<file path="config.mk">
export PLATFORM = sky130hd
export DESIGN_NAME = seq_divider_flat
export DESIGN_NICKNAME = d
export VERILOG_FILES = /design/src/rtl/seq_divider_if.sv /design/src/rtl/seq_divider.sv /design/src/flat_wrapper.sv
export SDC_FILE = /design/constraint.sdc
export NUM_CORES = 1
export LEC_CHECK = 0
export CORE_ASPECT_RATIO = 1.25
export CORE_MARGIN = 1
export CORE_UTILIZATION = 55
export CTS_CLUSTER_SIZE = 12
export DETAILED_ROUTE_END_ITERATION = 10
export GPL_TIMING_DRIVEN = 0
export HOLD_SLACK_MARGIN = 0.15
export PLACE_DENSITY = 0.9
export SYNTH_ARGS = -nofsm -noshare
export SYNTH_HDL_FRONTEND = slang
export SYNTH_SLANG_ARGS = --single-unit
</file>
<file path="constraint.sdc">
create_clock -name clk -period 8.4 [get_ports clk]
set_clock_uncertainty 0.2 [all_clocks]
set_input_delay 1.68 -clock clk [delete_from_list [all_inputs] [get_ports clk]]
set_output_delay 1.68 -clock clk [all_outputs]
set_load 0.01 [all_outputs]
</file>
<file path="src/rtl/seq_divider_if.sv">
`default_nettype none
// seq_divider_if: request/result handshake bundle for seq_divider.
// Rev 1.0
interface seq_divider_if #(
  parameter int N = 32
);
  logic           in_valid;
  logic           in_ready;
  logic [2*N-1:0] dividend;
  logic [N-1:0]   divisor;
  logic           out_valid;
  logic           out_ready;
  logic [N-1:0]   quotient;
  logic [N-1:0]   remainder;
  logic           div_by_zero;
  logic           overflow;

  modport slave (
    input  in_valid, dividend, divisor, out_ready,
    output in_ready, out_valid, quotient, remainder, div_by_zero, overflow
  );

  modport master (
    output in_valid, dividend, divisor, out_ready,
    input  in_ready, out_valid, quotient, remainder, div_by_zero, overflow
  );
endinterface
`default_nettype wire

</file>
<file path="src/rtl/seq_divider.sv">
`default_nettype none
// seq_divider: unsigned restoring divider, 2N-bit dividend by N-bit divisor, one quotient bit per clock.
// Rev 1.0
module seq_divider #(
  parameter int N = 32
) (
  input  wire logic     clk,
  input  wire logic     rst_n,
  seq_divider_if.slave  dif
);
  localparam int CNT_W = $clog2(N) + 1;

  typedef enum logic [1:0] {
    IDLE = 2'd0,
    BUSY = 2'd1,
    DONE = 2'd2
  } state_t;

  state_t           state_q, state_d;
  logic [N-1:0]     rem_q, rem_d;
  logic [N-1:0]     qreg_q, qreg_d;
  logic [N-1:0]     dvs_q, dvs_d;
  logic [CNT_W-1:0] cnt_q, cnt_d;
  logic             dbz_q, dbz_d;
  logic             ovf_q, ovf_d;
  logic [N:0]       trial;
  logic             bit_new;

  always_comb begin
    state_d = state_q;
    rem_d   = rem_q;
    qreg_d  = qreg_q;
    dvs_d   = dvs_q;
    cnt_d   = cnt_q;
    dbz_d   = dbz_q;
    ovf_d   = ovf_q;
    trial   = {rem_q, qreg_q[N-1]};
    bit_new = 1'b0;

    case (state_q)
      IDLE: begin
        if (dif.in_valid) begin
          dbz_d = 1'b0;
          ovf_d = 1'b0;
          if (dif.divisor == '0) begin
            dbz_d   = 1'b1;
            qreg_d  = '1;
            rem_d   = '0;
            state_d = DONE;
          end else if (dif.dividend[2*N-1:N] >= dif.divisor) begin
            ovf_d   = 1'b1;
            qreg_d  = '1;
            rem_d   = '0;
            state_d = DONE;
          end else begin
            rem_d   = dif.dividend[2*N-1:N];
            qreg_d  = dif.dividend[N-1:0];
            dvs_d   = dif.divisor;
            cnt_d   = '0;
            state_d = BUSY;
          end
        end
      end
      BUSY: begin
        // rem < dvs keeps the N-bit difference exact when trial >= dvs
        if (trial >= {1'b0, dvs_q}) begin
          rem_d   = trial[N-1:0] - dvs_q;
          bit_new = 1'b1;
        end else begin
          rem_d   = trial[N-1:0];
        end
        qreg_d = {qreg_q[N-2:0], bit_new};
        cnt_d  = cnt_q + 1'b1;
        if (cnt_q == CNT_W'(N - 1)) begin
          state_d = DONE;
        end
      end
      DONE: begin
        if (dif.out_ready) begin
          state_d = IDLE;
        end
      end
      default: state_d = IDLE;
    endcase
  end

  always_ff @(posedge clk or negedge rst_n) begin
    if (!rst_n) begin
      state_q <= IDLE;
      rem_q   <= '0;
      qreg_q  <= '0;
      dvs_q   <= '0;
      cnt_q   <= '0;
      dbz_q   <= 1'b0;
      ovf_q   <= 1'b0;
    end else begin
      state_q <= state_d;
      rem_q   <= rem_d;
      qreg_q  <= qreg_d;
      dvs_q   <= dvs_d;
      cnt_q   <= cnt_d;
      dbz_q   <= dbz_d;
      ovf_q   <= ovf_d;
    end
  end

  assign dif.in_ready    = (state_q == IDLE);
  assign dif.out_valid   = (state_q == DONE);
  assign dif.quotient    = qreg_q;
  assign dif.remainder   = rem_q;
  assign dif.div_by_zero = dbz_q;
  assign dif.overflow    = ovf_q;
endmodule
`default_nettype wire

</file>
<file path="src/flat_wrapper.sv">
// flat-port wrapper written by rule: the top's interface ports become plain ports
module seq_divider_flat 
#(
  parameter int N = 32
)
  (clk, rst_n, dif_in_valid, dif_dividend, dif_divisor, dif_out_ready, dif_in_ready, dif_out_valid, dif_quotient, dif_remainder, dif_div_by_zero, dif_overflow);
  seq_divider_if #(.N(N)) dif_i ();
  input  wire logic clk;
  input  wire logic rst_n;
  input wire logic [$bits(dif_i.in_valid)-1:0] dif_in_valid;
  input wire logic [$bits(dif_i.dividend)-1:0] dif_dividend;
  input wire logic [$bits(dif_i.divisor)-1:0] dif_divisor;
  input wire logic [$bits(dif_i.out_ready)-1:0] dif_out_ready;
  output wire logic [$bits(dif_i.in_ready)-1:0] dif_in_ready;
  output wire logic [$bits(dif_i.out_valid)-1:0] dif_out_valid;
  output wire logic [$bits(dif_i.quotient)-1:0] dif_quotient;
  output wire logic [$bits(dif_i.remainder)-1:0] dif_remainder;
  output wire logic [$bits(dif_i.div_by_zero)-1:0] dif_div_by_zero;
  output wire logic [$bits(dif_i.overflow)-1:0] dif_overflow;
  assign dif_i.in_valid = dif_in_valid;
  assign dif_i.dividend = dif_dividend;
  assign dif_i.divisor = dif_divisor;
  assign dif_i.out_ready = dif_out_ready;
  assign dif_in_ready = dif_i.in_ready;
  assign dif_out_valid = dif_i.out_valid;
  assign dif_quotient = dif_i.quotient;
  assign dif_remainder = dif_i.remainder;
  assign dif_div_by_zero = dif_i.div_by_zero;
  assign dif_overflow = dif_i.overflow;
  seq_divider #(.N(N)) u_core (.clk(clk), .rst_n(rst_n), .dif(dif_i));
endmodule
</file>
==> out/qor.yml <==
powerDensity_nw_per_um2: 478
dp_cells: 1239
clk_latency_ns: 0.36
final.period_utilization_pct: 71.1
ir_worst_vdd_uv: 250
wl_um: 24800
fin_total_pwr_mw: 4.62
avgSynthCellArea_um2: 8.26
die_h_um: 132
drive_gt1_share_pct: 3.41
ys_ff_latch: 106
ios: 168
yosys_warnings: 0
cts_buffers: 9
grt_first_pass_wirelength_um: 39700
setup_viol: 0
utilization_pct: 73.0
yosysUniqueCellTypes: 61
top_layer_used: "met4"
synth-edff-count: 0
multi_input_area_um2: 4300
worstPathCellList: "clkdlybuf4s50_1 > inv_1 > ha_1 > a21o_1 > a21o_1 > a21oi_1 > nor2_1 > nor4_2 > nand4_1 > nor2_1 > clkbuf_1 > a22oi_1 > o21ai_0"
hold_viol: 0
post-cts-setup-buffer-count: 0
grt_overflow: 0
drv_cap: 0
place_congestion: 0.990
grt.total_usage_pct: 36.1
clkTransAtPathRegs_ns: 0.08
fillers: 1049
fmax_mhz: 167
core_area_um2: 13200
wl_met3_um: 2040
postCtsHoldBufs: 0
tightest_slew_ns: 1.14
p_leak_nw: 4.29
drt-pass1-iter-count: 6
final-seq-area_um2: 2650
tns_ns: 0
diodes: 0
antenna_found_initial: 0
cts-root-buf: "clkbuf_16"
slowest_stage: "nor2_1"
final_cells: 1255
dp_hpwl_um: 18900
drc: 0
max_slew_margin_pct: 23.3
slew_viol_final: 0
vias: 7909
tritoncts: "done"
required_ns: 8.47
cts_buffer_depth: 2
met2_wirelength_um: 11900
rsz0062_at_grt: "no"
max_stage_delay_ns: 0.89
hold_slack_ns: 0.283
initial_core_util_pct: 56.2
area_delta_synth_final_pct: 29.9
end_kind: "flip-flop"
clock_sinks: 106
port_buffers: 167
routed_via_density: 6.30
fin_crit_ns: 5.97
syn_area_um2: 7440
dieArea_um2: 14000
critPathLaunchType: "input port"
worst-path-max-fanout: 10
crit_type: "in2reg"
grt_pass1_vias: 7945
syn_nets: 1066
rows: 47
status: "finished clean"
ys_seq_area_share_pct: 35.7
cts_htree_levels: 3
synthArstFlopShare_pct: 100
final_nets: 1245
synth_ff_type: "dfrtp_1"
hold_class: "reg2reg"
drtAntennaViolNets: 0
grt_max_degree: 59
synth_cells: 900
wl_per_cell_um: 19.8
wl_met1_um: 9490
drtIter0Drc: 668
fp.dieW_um: 106
cts_resized: 0
critPathArrivalTime_ns: 6.04
[cells by family (layout without fill, tap and decap cells)]
group           after synthesis  in the layout  synth area share (%)
mux                           7              7                  1.01
fa+ha+maj                    66             66                  11.2
flops                       106            106                  35.7
compound gates              309            309                  25.7
simple gates                261            261                  16.4
buf+inv                     121            305                  6.48
xor+xnor                     30             30                  3.53
[power breakdown]
group | leakage [nW] | internal [mW] | total (mW) | switching, mW
clock network | 0.153 | 0.217 | 0.454 | 0.236
logic | 2.85 | 1.35 | 3.17 | 1.82
registers | 1.29 | 0.773 | 0.993 | 0.219
[through the flow]
step | worst slack (ns) | area, µm²
after floorplan | 4.12 | 7440
after global placement | 1.46 | 9320
after detailed placement | 2.19 | 9350
after CTS | 2.55 | 9660
after global routing | 2.34 | 9660
final | 2.43 | 9660
[cells in the final DEF (no fill, tap or decap), drive strengths merged, types with 19 or more instances in the layout]
cell,n
a21o,24
a21oi,61
clkbuf,48
clkdlybuf4s50,166
dfrtp,106
ha,65
inv,79
nand2,109
nand4,19
nor2,55
o21ai,105
o22ai,33
[final timing paths]
kind	start	to	slack (ns)	depth (start not counted)
setup reg to reg	u_core.dif.remainder[20]	u_core.dif.remainder[19]	4.35	11
max in group asynchronous	rst_n	u_core.dvs_q[20]	6.13	2
min in group asynchronous	rst_n	u_core.dif.quotient[18]	1.14	1
hold reg to reg	u_core.dvs_q[12]	u_core.dvs_q[12]	0.28	2
setup / recovery	dif_divisor[17]	u_core.dif.remainder[17]	2.43	13
hold / removal	u_core.dvs_q[12]	u_core.dvs_q[12]	0.28	2
[metal layers]
metal	vias up	global-route usage [%]
met4	0	20.4
met2	459	59.7
met5	-	0
met3	103	4.75
met1	3738	45.5
li1	3609	-
[layout make-up]
type	count	share of cell area [%]
inverter	75	2.91
multi-input combinational	673	44.5
timing repair buffer	168	17.6
sequential	106	27.5
clock buffer	9	2.33
buffer	46	2.07
clock inverter	7	0.919
tap	171	2.21
[registers in the layout (all words and copies together) (netlist names)]
register and flops:
u_core.cnt_q 6, u_core.dif.remainder 32, u_core.state_q 2, u_core.dvs_q 32, u_core.dif.quotient 32, u_core.dif.div_by_zero 1, u_core.dif.overflow 1
[cell usage after synthesis, types with 19 or more instances]
library cell / count / share of area, %
a21o_1: 24 / 2.4
a21oi_1: 61 / 4.1
clkbuf_1: 39 / 2.0
dfrtp_1: 106 / 36
ha_1: 65 / 11
inv_1: 74 / 3.7
nand2_1: 109 / 5.5
nand4_1: 19 / 1.6
nor2_1: 55 / 2.8
o21ai_0: 103 / 6.9
o22ai_1: 33 / 2.8
[worst max-delay path: cells and delay by family]
| kind | cells | cell delay, ns |
|---|---|---|
| AND/OR/NAND/NOR | 4 | 1.97 |
| adder cells (fa/ha/maj) | 1 | 0.31 |
| AO/OA/AOI/OAI | 5 | 0.91 |
| buffers and inverters | 3 | 1.17 |
No activity file was read; power rests on OpenSTA's default activity.
==> edit: new RTL, config.mk and constraints unchanged <==
Make the reset (`rst_n`) synchronous in one clocked block.
--- a/src/rtl/seq_divider.sv
+++ b/src/rtl/seq_divider.sv
@@ -84,7 +84,7 @@
     endcase
   end
 
-  always_ff @(posedge clk or negedge rst_n) begin
+  always_ff @(posedge clk) begin
     if (!rst_n) begin
       state_q <= IDLE;
       rem_q   <= '0;
Formal check against the unedited RTL: differs if rst_n is asserted again (counterexample within 4 cycles, from zero or initial values and one cycle with rst_n low); with rst_n held inactive, the same outputs for 4 cycles.
==> edit against the original RTL <==
- non-clock buffer count grew 15
- final area is 0.25% lower
- sequential cell count unchanged
- routed wire length grew 7.1%
- synthesized area up 0.57%
- worst setup slack improved by 770 ps
- critical path type unchanged
Power is not compared: it rests on default switching activity, and its combinational part moved more than twofold at a synthesized area within 25%.
==> edit: results <==
[layout]
buffer_area_frac = 0.204
multi_input_cells = 748
clkbuf_count = 10
num-fill-cells = 1069
clk_share = 0.0278
multi_input_area_share = 0.498
nNetsFinal = 1332
fin_util = 0.728
seq_cells = 106

[yosys]
syn_nets = 1154
yosys-top-cells-area = "dfxtp_1 28%, ha_1 11%, a21oi_1 9.6%"
synth_xor_area_frac = 0.0375
synthTopCellsByCount = "143 x a21oi_1, 106 x dfxtp_1, 88 x nand2_1"
synth_compound_area_frac = 0.293
synth.area.mux_share = 0.00937
synthArstFlopShare = 0

[setup_path]
regToRegSetupSlack_ps = 4750
worst_path_max_delay_cell = "a2111oi_1"
rr_endpoint = "u_core.dif.remainder[24]$_SDFFE_PN0P_"
arrival_ps = 5270
rr_startpoint = "u_core.dvs_q[27]$_SDFFE_PN0P_"
crit_start = "dif_divisor[9]"
cp_top_family = "compound AO/OA/AOI/OAI gates"

[status]
outcome = "finished clean"

[global_routing]
grt_pass1_wl_um = 41300
grt_usage = 0.378

[routing]
vias_per_cell = 6.24

[floorplanning]
dieArea_sq_um = 14100

[timing]
relSlewSlack = 0.422

[min_path]
whs_endpoint = "u_core.dif.quotient[9]$_SDFFE_PN0P_"
[edit: changes by cell type after synthesis, sizes merged, moves of 8 or more]
cell and change:
o21ai -49, nand3 +17, dfrtp -106, nand2 -20, nor2 +44, o221ai +26
a21o -8, clkbuf +9, a21oi +84, o22ai -28, dfxtp +106
[edit: per-layer routing]
layer	GRT usage	part of all wire	up-vias
met5	0	0	-
met1	0.418	0.37	3813
li1	-	-	3941
met2	0.666	0.49	503
met4	0.214	0.052	0
met3	0.0781	0.091	116
[edit: power groups by stage]
stage | logic [mW] | registers [mW] | clock network (mW)
final | 1.27 | 0.641 | 0.414
after global routing | 1.37 | 0.648 | 0.429
after CTS | 1.24 | 0.638 | 0.411
after detailed placement | 1.23 | 0.648 | 0
after global placement | 1.21 | 0.647 | 0
after floorplan | 0.804 | 0.656 | 0
[edit: worst max-delay path by stage]
stage                                                       end  slack, ps  depth (start not counted)
after floorplan                   u_core.dvs_q[11]$_SDFFE_PN0P_       3980                         13
after global placement    u_core.dif.remainder[21]$_SDFFE_PN0P_       2890                         12
after detailed placement  u_core.dif.remainder[24]$_SDFFE_PN0P_       2860                         12
after CTS                 u_core.dif.remainder[21]$_SDFFE_PN0P_       3220                         12
after global routing       u_core.dif.quotient[14]$_SDFFE_PN0P_       3020                         12
final                     u_core.dif.remainder[24]$_SDFFE_PN0P_       3190                         12
[edit: logic make-up after synthesis]
group / after synthesis
adder cells (fa/ha/maj): 66
flip-flops: 106
buffers and inverters: 134
XOR/XNOR: 32
AND/OR/NAND/NOR: 297
multiplexers: 7
AO/OA/AOI/OAI: 346
